===== src/rtl/pt2262_encoder.sv =====
// PT2262-style remote-control encoder.
// Serialises a 12-trit code plus a sync bit onto DOUT, timed by ticks derived
// from the divided oscillator clock. Words repeat while TE is high, with a
// minimum burst of WORDS_MIN words per transmit request.
module pt2262_encoder #(
  parameter int unsigned TRITS      = 12,
  parameter int unsigned WORDS_MIN  = 4,
  parameter int unsigned TRIT_TICKS = 32,
  parameter int unsigned SYNC_TICKS = 128
) (
  input  logic               INPUT_CLK,
  input  logic               RST,
  input  logic               OSC_CLK,
  input  logic               TE,
  input  logic [2*TRITS-1:0] CODE,
  output logic               DOUT,
  output logic               BUSY,
  output logic               WORD_DONE
);

  localparam int unsigned PhaseW = $clog2(SYNC_TICKS);
  localparam int unsigned IdxW   = $clog2(TRITS);
  localparam int unsigned CntW   = $clog2(WORDS_MIN + 1);

  localparam logic [PhaseW-1:0] TritLast = PhaseW'(TRIT_TICKS - 1);
  localparam logic [PhaseW-1:0] SyncLast = PhaseW'(SYNC_TICKS - 1);
  localparam logic [IdxW-1:0]   IdxLast  = IdxW'(TRITS - 1);
  localparam logic [CntW-1:0]   CntMax   = CntW'(WORDS_MIN);
  localparam logic [PhaseW-1:0] SyncHigh = PhaseW'(4);

  typedef enum logic [1:0] {StIdle, StTrit, StSync} state_e;

  // Waveform of one 32-tick trit: two 16-tick halves, each a short (4) or
  // long (12) high pulse. '0' = short/short, '1' = long/long, 'F' = short/long.
  function automatic logic trit_level(input logic [1:0] trit, input logic [4:0] phase);
    logic short_hi;
    logic long_hi;
    short_hi = (phase[3:0] < 4'd4);
    long_hi  = (phase[3:0] < 4'd12);
    unique case (trit)
      2'b00:   trit_level = short_hi;
      2'b11:   trit_level = long_hi;
      default: trit_level = phase[4] ? long_hi : short_hi;  // 'F' and reserved 10
    endcase
  endfunction

  logic               osc_s1_q, osc_s2_q, osc_edge_q;
  logic               tick;
  state_e             state_q, state_d;
  logic [PhaseW-1:0]  phase_q, phase_d;
  logic [IdxW-1:0]    trit_idx_q, trit_idx_d;
  logic [CntW-1:0]    word_cnt_q, word_cnt_d;
  logic [2*TRITS-1:0] code_q, code_d;
  logic               dout_q, dout_d;
  logic               busy_q, busy_d;
  logic               word_done_q, word_done_d;
  logic               start_word;
  logic [CntW-1:0]    cnt_inc;

  // One tick per OSC_CLK rising edge, seen after the two-flop synchroniser.
  assign tick = osc_s2_q & ~osc_edge_q;

  // Next-state: everything advances only on tick cycles.
  always_comb begin
    state_d     = state_q;
    phase_d     = phase_q;
    trit_idx_d  = trit_idx_q;
    word_cnt_d  = word_cnt_q;
    code_d      = code_q;
    dout_d      = dout_q;
    busy_d      = busy_q;
    word_done_d = 1'b0;
    start_word  = 1'b0;
    cnt_inc     = word_cnt_q;
    if (tick) begin
      unique case (state_q)
        StIdle: begin
          if (TE) begin
            start_word = 1'b1;
            word_cnt_d = '0;
          end
        end
        StTrit: begin
          if (phase_q == TritLast) begin
            phase_d = '0;
            if (trit_idx_q == IdxLast) begin
              state_d = StSync;
            end else begin
              trit_idx_d = trit_idx_q + IdxW'(1);
            end
          end else begin
            phase_d = phase_q + PhaseW'(1);
          end
        end
        StSync: begin
          if (phase_q == SyncLast) begin
            word_done_d = 1'b1;
            cnt_inc     = (word_cnt_q < CntMax) ? word_cnt_q + CntW'(1) : word_cnt_q;
            word_cnt_d  = cnt_inc;
            if (TE || (cnt_inc < CntMax)) begin
              start_word = 1'b1;
            end else begin
              state_d = StIdle;
            end
          end else begin
            phase_d = phase_q + PhaseW'(1);
          end
        end
        default: state_d = StIdle;
      endcase
      // Back-to-back words relatch CODE with no idle gap.
      if (start_word) begin
        state_d    = StTrit;
        code_d     = CODE;
        trit_idx_d = '0;
        phase_d    = '0;
      end
      // DOUT shows the level of the phase being entered.
      unique case (state_d)
        StTrit:  dout_d = trit_level(code_d[{trit_idx_d, 1'b0} +: 2], phase_d[4:0]);
        StSync:  dout_d = (phase_d < SyncHigh);
        default: dout_d = 1'b0;
      endcase
      busy_d = (state_d != StIdle);
    end
  end

  // State, synchroniser and registered outputs.
  always_ff @(posedge INPUT_CLK or posedge RST) begin
    if (RST) begin
      osc_s1_q    <= 1'b0;
      osc_s2_q    <= 1'b0;
      osc_edge_q  <= 1'b0;
      state_q     <= StIdle;
      phase_q     <= '0;
      trit_idx_q  <= '0;
      word_cnt_q  <= '0;
      code_q      <= '0;
      dout_q      <= 1'b0;
      busy_q      <= 1'b0;
      word_done_q <= 1'b0;
    end else begin
      osc_s1_q    <= OSC_CLK;
      osc_s2_q    <= osc_s1_q;
      osc_edge_q  <= osc_s2_q;
      state_q     <= state_d;
      phase_q     <= phase_d;
      trit_idx_q  <= trit_idx_d;
      word_cnt_q  <= word_cnt_d;
      code_q      <= code_d;
      dout_q      <= dout_d;
      busy_q      <= busy_d;
      word_done_q <= word_done_d;
    end
  end

  assign DOUT      = dout_q;
  assign BUSY      = busy_q;
  assign WORD_DONE = word_done_q;

endmodule

===== config.mk =====
export PLATFORM = sky130hd
export DESIGN_NAME = pt2262_encoder
export DESIGN_NICKNAME = d
export VERILOG_FILES = /design/src/rtl/pt2262_encoder.sv
export SDC_FILE = /design/constraint.sdc
export NUM_CORES = 1
export LEC_CHECK = 0
export BUFFER_PORTS_ARGS = -buffer_cell sky130_fd_sc_hd__clkbuf_2
export CAP_MARGIN = 25
export CORE_MARGIN = 2
export CORE_UTILIZATION = 59
export CTS_CLUSTER_SIZE = 24
export DETAILED_ROUTE_END_ITERATION = 16
export GPL_TIMING_DRIVEN = 0
export PLACE_DENSITY = 0.84
export RECOVER_POWER = 100
export SYNTH_ARGS = -nofsm -noshare
export SYNTH_HDL_FRONTEND = slang
export SYNTH_SLANG_ARGS = --single-unit

===== constraint.sdc =====
create_clock -name INPUT_CLK -period 4.74 [get_ports INPUT_CLK]
set_input_delay 1.422 -clock INPUT_CLK [delete_from_list [all_inputs] [get_ports INPUT_CLK]]
set_output_delay 1.422 -clock INPUT_CLK [all_outputs]
set_load 0.01 [all_outputs]

Yosys cells after proc, flatten, opt, wreduce, memory -nomap -nowiden
Index checks and enable logic that the tools add are counted.

word-level totals
  output and inout port bits = 3
  register bits = 46

cells by class
  order comparisons = 5
  muxes and demuxes = 34
  reductions and logical operators = 6
  shift operators = 1
  add/sub/neg operators = 3
  eq/ne operators = 10
  bitwise logic cells = 2

operators by type and width
  kind                                                  number
  2-to-1 mux 24 bit                                     2
  2-to-1 mux 7 bit                                      4
  variable part select 24 x 6 -> 2 bit                  1
  2-to-1 mux 4 bit                                      5
  case mux 7 bit (2 select lines)                       1
  2-to-1 mux 2 bit                                      6
  2-to-1 mux 3 bit                                      3
  2-to-1 mux 1 bit                                      8
  adder 7 x 1 -> 7 bit (second input constant)          1
  equality test 7 x 5 -> 1 bit (second input constant)  1
  equality test 7 bit (second input constant)           1
  < comparator 7 x 3 -> 1 bit (second input constant)   1
  equality test 2 bit (second input constant)           3
  < comparator 3 bit (second input constant)            2
  case mux 1 bit (2 select lines)                       3
  case mux 2 bit (3 select lines)                       1
  case mux 3 bit (2 select lines)                       1
  adder 4 x 1 -> 4 bit (second input constant)          1
  equality test 2 x 1 -> 1 bit (second input constant)  2
  equality test 4 bit (second input constant)           1
  logical NOT 2 bit                                     2
  < comparator 4 x 3 -> 1 bit (second input constant)   1
  < comparator 4 bit (second input constant)            1
  inequality test 2 bit (second input constant)         2
  6 further kinds                                       7

Longest topological paths before layout
  depth in word-level cells = 14
  gate-level depth with buffers = 14
  gate-level depth less buffers = 13

Worst setup path before layout
No wires, ideal clock.

  kind = input port to flip-flop
  start = in TE
  end = reg dout_q (netlist: DOUT)
  required time = 4607 ps
  buffers on the path = 1
  data arrival time = 3570 ps
  cell stages on the path = 11
  slack = 1038 ps
  cell sequence = o21ba_2 > a21oi_1 > clkbuf_1 > nor3b_1 > o32ai_1 > o311ai_0 > ha_1 > o31ai_1 > o211ai_1 > o311ai_0 > o41ai_1

on the way
  cells in the longest elaborated chain, start to end = 11

ends and longest elaborated chain
  element                                                             line  source
  from (decl)                                                         14    input logic TE,
  logical OR 1 bit                                                    100   if (TE || (cnt_inc < CntMax)) begin
  2-to-1 mux 1 bit                                                    100
  2-to-1 mux 1 bit                                                    96    if (phase_q == SyncLast) begin
  case mux 1 bit (2 select lines)                                     76    unique case (state_q)
  2-to-1 mux 1 bit                                                    75    if (tick) begin
  2-to-1 mux 24 bit, or another cell as far along                     112   if (start_word) begin
  2-to-1 mux 24 bit, or another cell as far along                     75
  variable part select 24 x 6 -> 2 bit, or another cell as far along  120   StTrit: dout_d = trit_level(code_d[{trit_idx_d, 1'b0} +: 2], phase_d[4:0]);
  equality test 2 bit, or another cell as far along                   40    unique case (trit)
  case mux 1 bit (2 select lines)                                     40
  case mux 1 bit (2 select lines) (*)                                 119   unique case (state_d)
  to (signal assigned)                                                151   dout_q <= dout_d;
  to (decl)                                                           54    logic dout_q, dout_d;

Mark *: on every way between the ends. The rest lies on a longest branch, timed or not. The select of a mux whose other input is x is not followed.
A chain may end at the register's enable or synchronous reset.

Worst setup path after layout
  start = reg state_q[1]
  end = reg dout_q (netlist: DOUT)

on the way
  cells in the longest elaborated chain, start to end = 9

ends and longest elaborated chain
  element                                                             line  source
  from (decl)                                                         49    state_e state_q, state_d;
  from (signal assigned)                                              134   state_q <= StIdle;
  from (signal assigned)                                              146   state_q <= state_d;
  equality test 2 bit or logical NOT 2 bit (tied branches)            76
  case mux 1 bit (2 select lines)                                     76
  2-to-1 mux 1 bit                                                    75
  2-to-1 mux 24 bit, or another cell as far along                     112
  2-to-1 mux 24 bit, or another cell as far along                     75
  variable part select 24 x 6 -> 2 bit, or another cell as far along  120
  equality test 2 bit, or another cell as far along                   40
  case mux 1 bit (2 select lines)                                     40
  case mux 1 bit (2 select lines) (*)                                 119

Marked as above.

==> impl_summary.md <==
CTS
The number of clock buffers inserted by TritonCTS is 5. For this design, the CTS-stage hold fixing added 0 buffers. The post-CTS resize count is 0. The clock tree synthesis step divided the H-tree into 2 levels. The worst-skew pair later-pin latency is 310 ps.

After clock tree synthesis, the clock-pin slew on the worst setup and hold paths is 80 ps. Post-CTS timing repair inserted 0 buffers for setup. The number of buffers on the longest clock path is 2.

Counting every sink on the clock net gives 46. The clock tree root driver cell is clkbuf_8. TritonCTS built the clock tree.

Timing
Setup repair after global routing left no endpoint under its margin. Clock skew on the completed layout was measured at 10.85 ps. The routed design could run at a clock period as short as 4256 ps. Of the available clock period, the critical path in the final layout requires 89.80%. At the pin with the least slew margin, the transition time is 1704 ps. The number of failing hold endpoints at the final stage is 0. The final count of pins violating max slew is 33.

The maximum operating frequency is 234.9 MHz. The number of failing setup endpoints in the final timing report is 0. In this run the tightest slew margin relative to its limit is -13.62%. Setup total negative slack on the finished layout was measured at 0 ps.

Setup path
The kind of capture point of the worst setup path is a flop. The worst endpoint data arrival time is 4440 ps. The critical path is of the reg -> reg type. In this run the critical register-to-register path is launched from state_q[1]$_DFFE_PP0P_. The critical path starts at state_q[1]$_DFFE_PP0P_.

STA classifies the critical path startpoint as a flop. The critical path required time is 4930 ps. Of all nets on the critical path, the largest fanout is 7.

Synthesis
Yosys mapped a number of flops with a built-in enable equal to 0. The area fraction of the dominant cell type after synthesis is 40.07%. The number of nets handed over by synthesis was 333. The share of synthesized flip-flops with an asynchronous set or reset is 100.0%. Dividing the synthesized area by the synthesized cell count gives 9.805 µm². Ranked by total cell area, the synthesized netlist is headed by dfrtp_1, mux2_2, ha_1. The biggest area contributor in the post-synthesis netlist is dfrtp_1. Synthesis inferred 46 register bits. The number of distinct standard cells referenced by the synthesized netlist is 60. The cell count after synthesis is 293. For this run, the leading register cell type out of synthesis is dfrtp_1.

The synthesized netlist occupies a cell area of 2873 µm². The Yosys warning count is 0. Sequential elements use 40.07% of the synthesized area.

Finish
The library cells used most frequently in the layout, excluding fill and tap cells, are dfrtp_1, mux2_2, nand2_1, clkbuf_2, nor2_1. The sequential standard cell area is 1151 µm². Leaving out fill and tap cells, the most frequent cell in the layout is dfrtp_1. The final-stage net count is 371. Once layout is complete, the utilization of the core stands at 67.66%. Compared with the post-synthesis result, the final layout area differs by 11.24%. In the final layout, the multi-input gates occupy 1602 µm². The number of inserted filler cells in the final layout is 378.

Cells with a size suffix above 1 make up 21.69% of the layout. The number of antenna diodes in the final layout is 0.

Floorplanning
The height of the chip is 73.78 µm. Measured along the x axis, the die boundary spans 73.78 µm. The number of top-level design ports is 31.

After floorplanning, the core was divided into 25 placement rows. The die covers 5443 µm². After floorplanning, the core was sized to cover 4723 µm². Once the floorplan was initialized, standard cells occupied 60.82% of the core.

Hold path
The startpoint of the most critical hold path is osc_s1_q$_DFF_PP0_. The min-delay analysis places its worst path in the category reg -> reg.

Placed design
The global placer's final weighted congestion is 0.9384. The number of buffers inserted by port buffering is 30. The estimated wirelength of the detail-placed design is 5143 µm.

GRT
The initial antenna violation count was 0. The number of global-route vias before repair is 2455. The global-route wire length before repair is 11510 µm.

Global routing finished with a remaining overflow of 0. The total global-route track usage is 27.70%. The largest net degree at the start of global routing is 33.

Route
The post-detailed-route count of antenna-violating nets is 0. The aggregate routed wire length is 7101 µm. After detailed routing, the number of vias per cell comes to 6.378. In the routed design, unresolved DRC markers number 0. For this run, the detailed router's first-pass iteration total came to 5. The initial detailed-routing violation count is 293. The average wire per standard cell is 17.80 µm. The routed layout has 2545 vias.

Status
The run finished, with violations left. The final reports fail on capacitance limit, slew limit.

Power and ir drop
The total internal power is 877.1 µW. The power after layout is 1411 µW. The ratio of total power to cell area is 441.4 nW/µm². The clock share of power is 17.3%. Across the VDD grid, the largest voltage drop is 0.2636 mV. Summed over all nets, the switching power comes to 533.6 µW. The total leakage power is 0.001418 µW. In this run, flip-flops and latches consume 44.3% of the power.

The part of the total power dissipated in combinational logic is 38.4%. In this run switching power makes up 37.82% of total power.

Job
Max-cap violations in this run came to 1.
-- cells by family after synthesis --
logic type | Yosys count | synth area share [%]
AO/OA/AOI/OAI | 82 | 20.60
adder cells (fa/ha/maj) | 12 | 5.226
buffers and inverters | 28 | 4.181
XOR/XNOR | 1 | 0.3049
multiplexers | 35 | 13.41
flip-flops | 46 | 40.07
AND/OR/NAND/NOR | 89 | 16.20
-- worst max-delay path, stage by stage (launching register included) --
cell	delay (ps)
dfrtp_1	450
inv_1	130
ha_1	290
or3b_1	370
buf_4	180
nor3_4	260
mux2i_1	620
a21oi_1	130
o32ai_1	340
o311ai_0	230
ha_1	370
o31ai_1	90
a21oi_1	140
o311ai_0	150
o41ai_1	390
-- synthesized netlist by cell type, drive strengths merged, types with 2 or more instances --
cell type  count
a211oi         4
a21o           4
a21oi         12
a221oi         3
a22o           2
a31oi          6
and3           4
and4           2
buf            5
clkbuf         9
dfrtp         46
ha            12
inv           13
mux2          28
mux2i          7
nand2         26
nand2b         2
nand3         13
nand4          6
nor2          16
nor2b          3
nor3           6
nor3b          3
nor4           2
o211ai         3
o21ai         15
o221ai         2
o22ai          6
o311a          2
o311ai         2
o31ai          6
o41ai          2
-- flip-flops by register name (all words and copies together), names as in the netlist --
name,flops
osc_edge_q,1
trit_idx_q,4
osc_s1_q,1
DOUT,1
WORD_DONE,1
state_q,2
BUSY,1
osc_s2_q,1
phase_q,7
word_cnt_q,3
code_q,24
-- layout make-up --
cell class / instances / share of cell area [%]
Multi-Input combinational cell: 219 / 50.12
Clock buffer: 5 / 2.153
Timing Repair Buffer: 31 / 4.659
Buffer: 14 / 2.114
Tap cell: 67 / 2.623
Inverter: 14 / 1.644
Sequential cell: 46 / 36.02
Clock inverter: 3 / 0.6656
-- power by group through the flow --
stage	Combinational (µW)	Clock, µW	Sequential [µW]
floorplan	415	0	593
global placement	513	0	616
detailed placement	536	0	627
CTS	541	249	621
global route	597	264	639
finish	542	244	625
-- layer usage --
metal  routed length (µm)  up-vias  global-route usage (%)  share of wire, %
met5                    0        -                       0                 0
met4                  157        0                   9.697               2.2
met3                  470       19                   6.036               6.6
met2                 3463      123                   44.15                49
met1                 3009     1216                   37.21                42
li1                     -     1187                       -                 -
-- worst paths after layout --
kind	end	slack (ps)	depth (start not counted)
setup / recovery	DOUT$_DFFE_PP0P_	480	14
hold / removal	osc_s2_q$_DFF_PP0_	360	0
setup reg to reg	DOUT$_DFFE_PP0P_	480	14
hold reg to reg	osc_s2_q$_DFF_PP0_	360	0
max in group asynchronous	code_q[4]$_DFFE_PP0P_	1630	3
min in group asynchronous	phase_q[3]$_DFFE_PP0P_	1130	2
-- metrics by stage --
stage               std cells  area [µm²]  setup slack, ps  hold slack (ps)
floorplan                 293        2873             1038            331.2
global placement          390        3107            363.6            335.1
detailed placement        391        3127            333.4            346.5
CTS                       399        3217            538.8            366.0
global route              399        3196            30.04            369.3
finish                    399        3196            483.5            359.8
No activity file was read; power rests on OpenSTA's default activity.
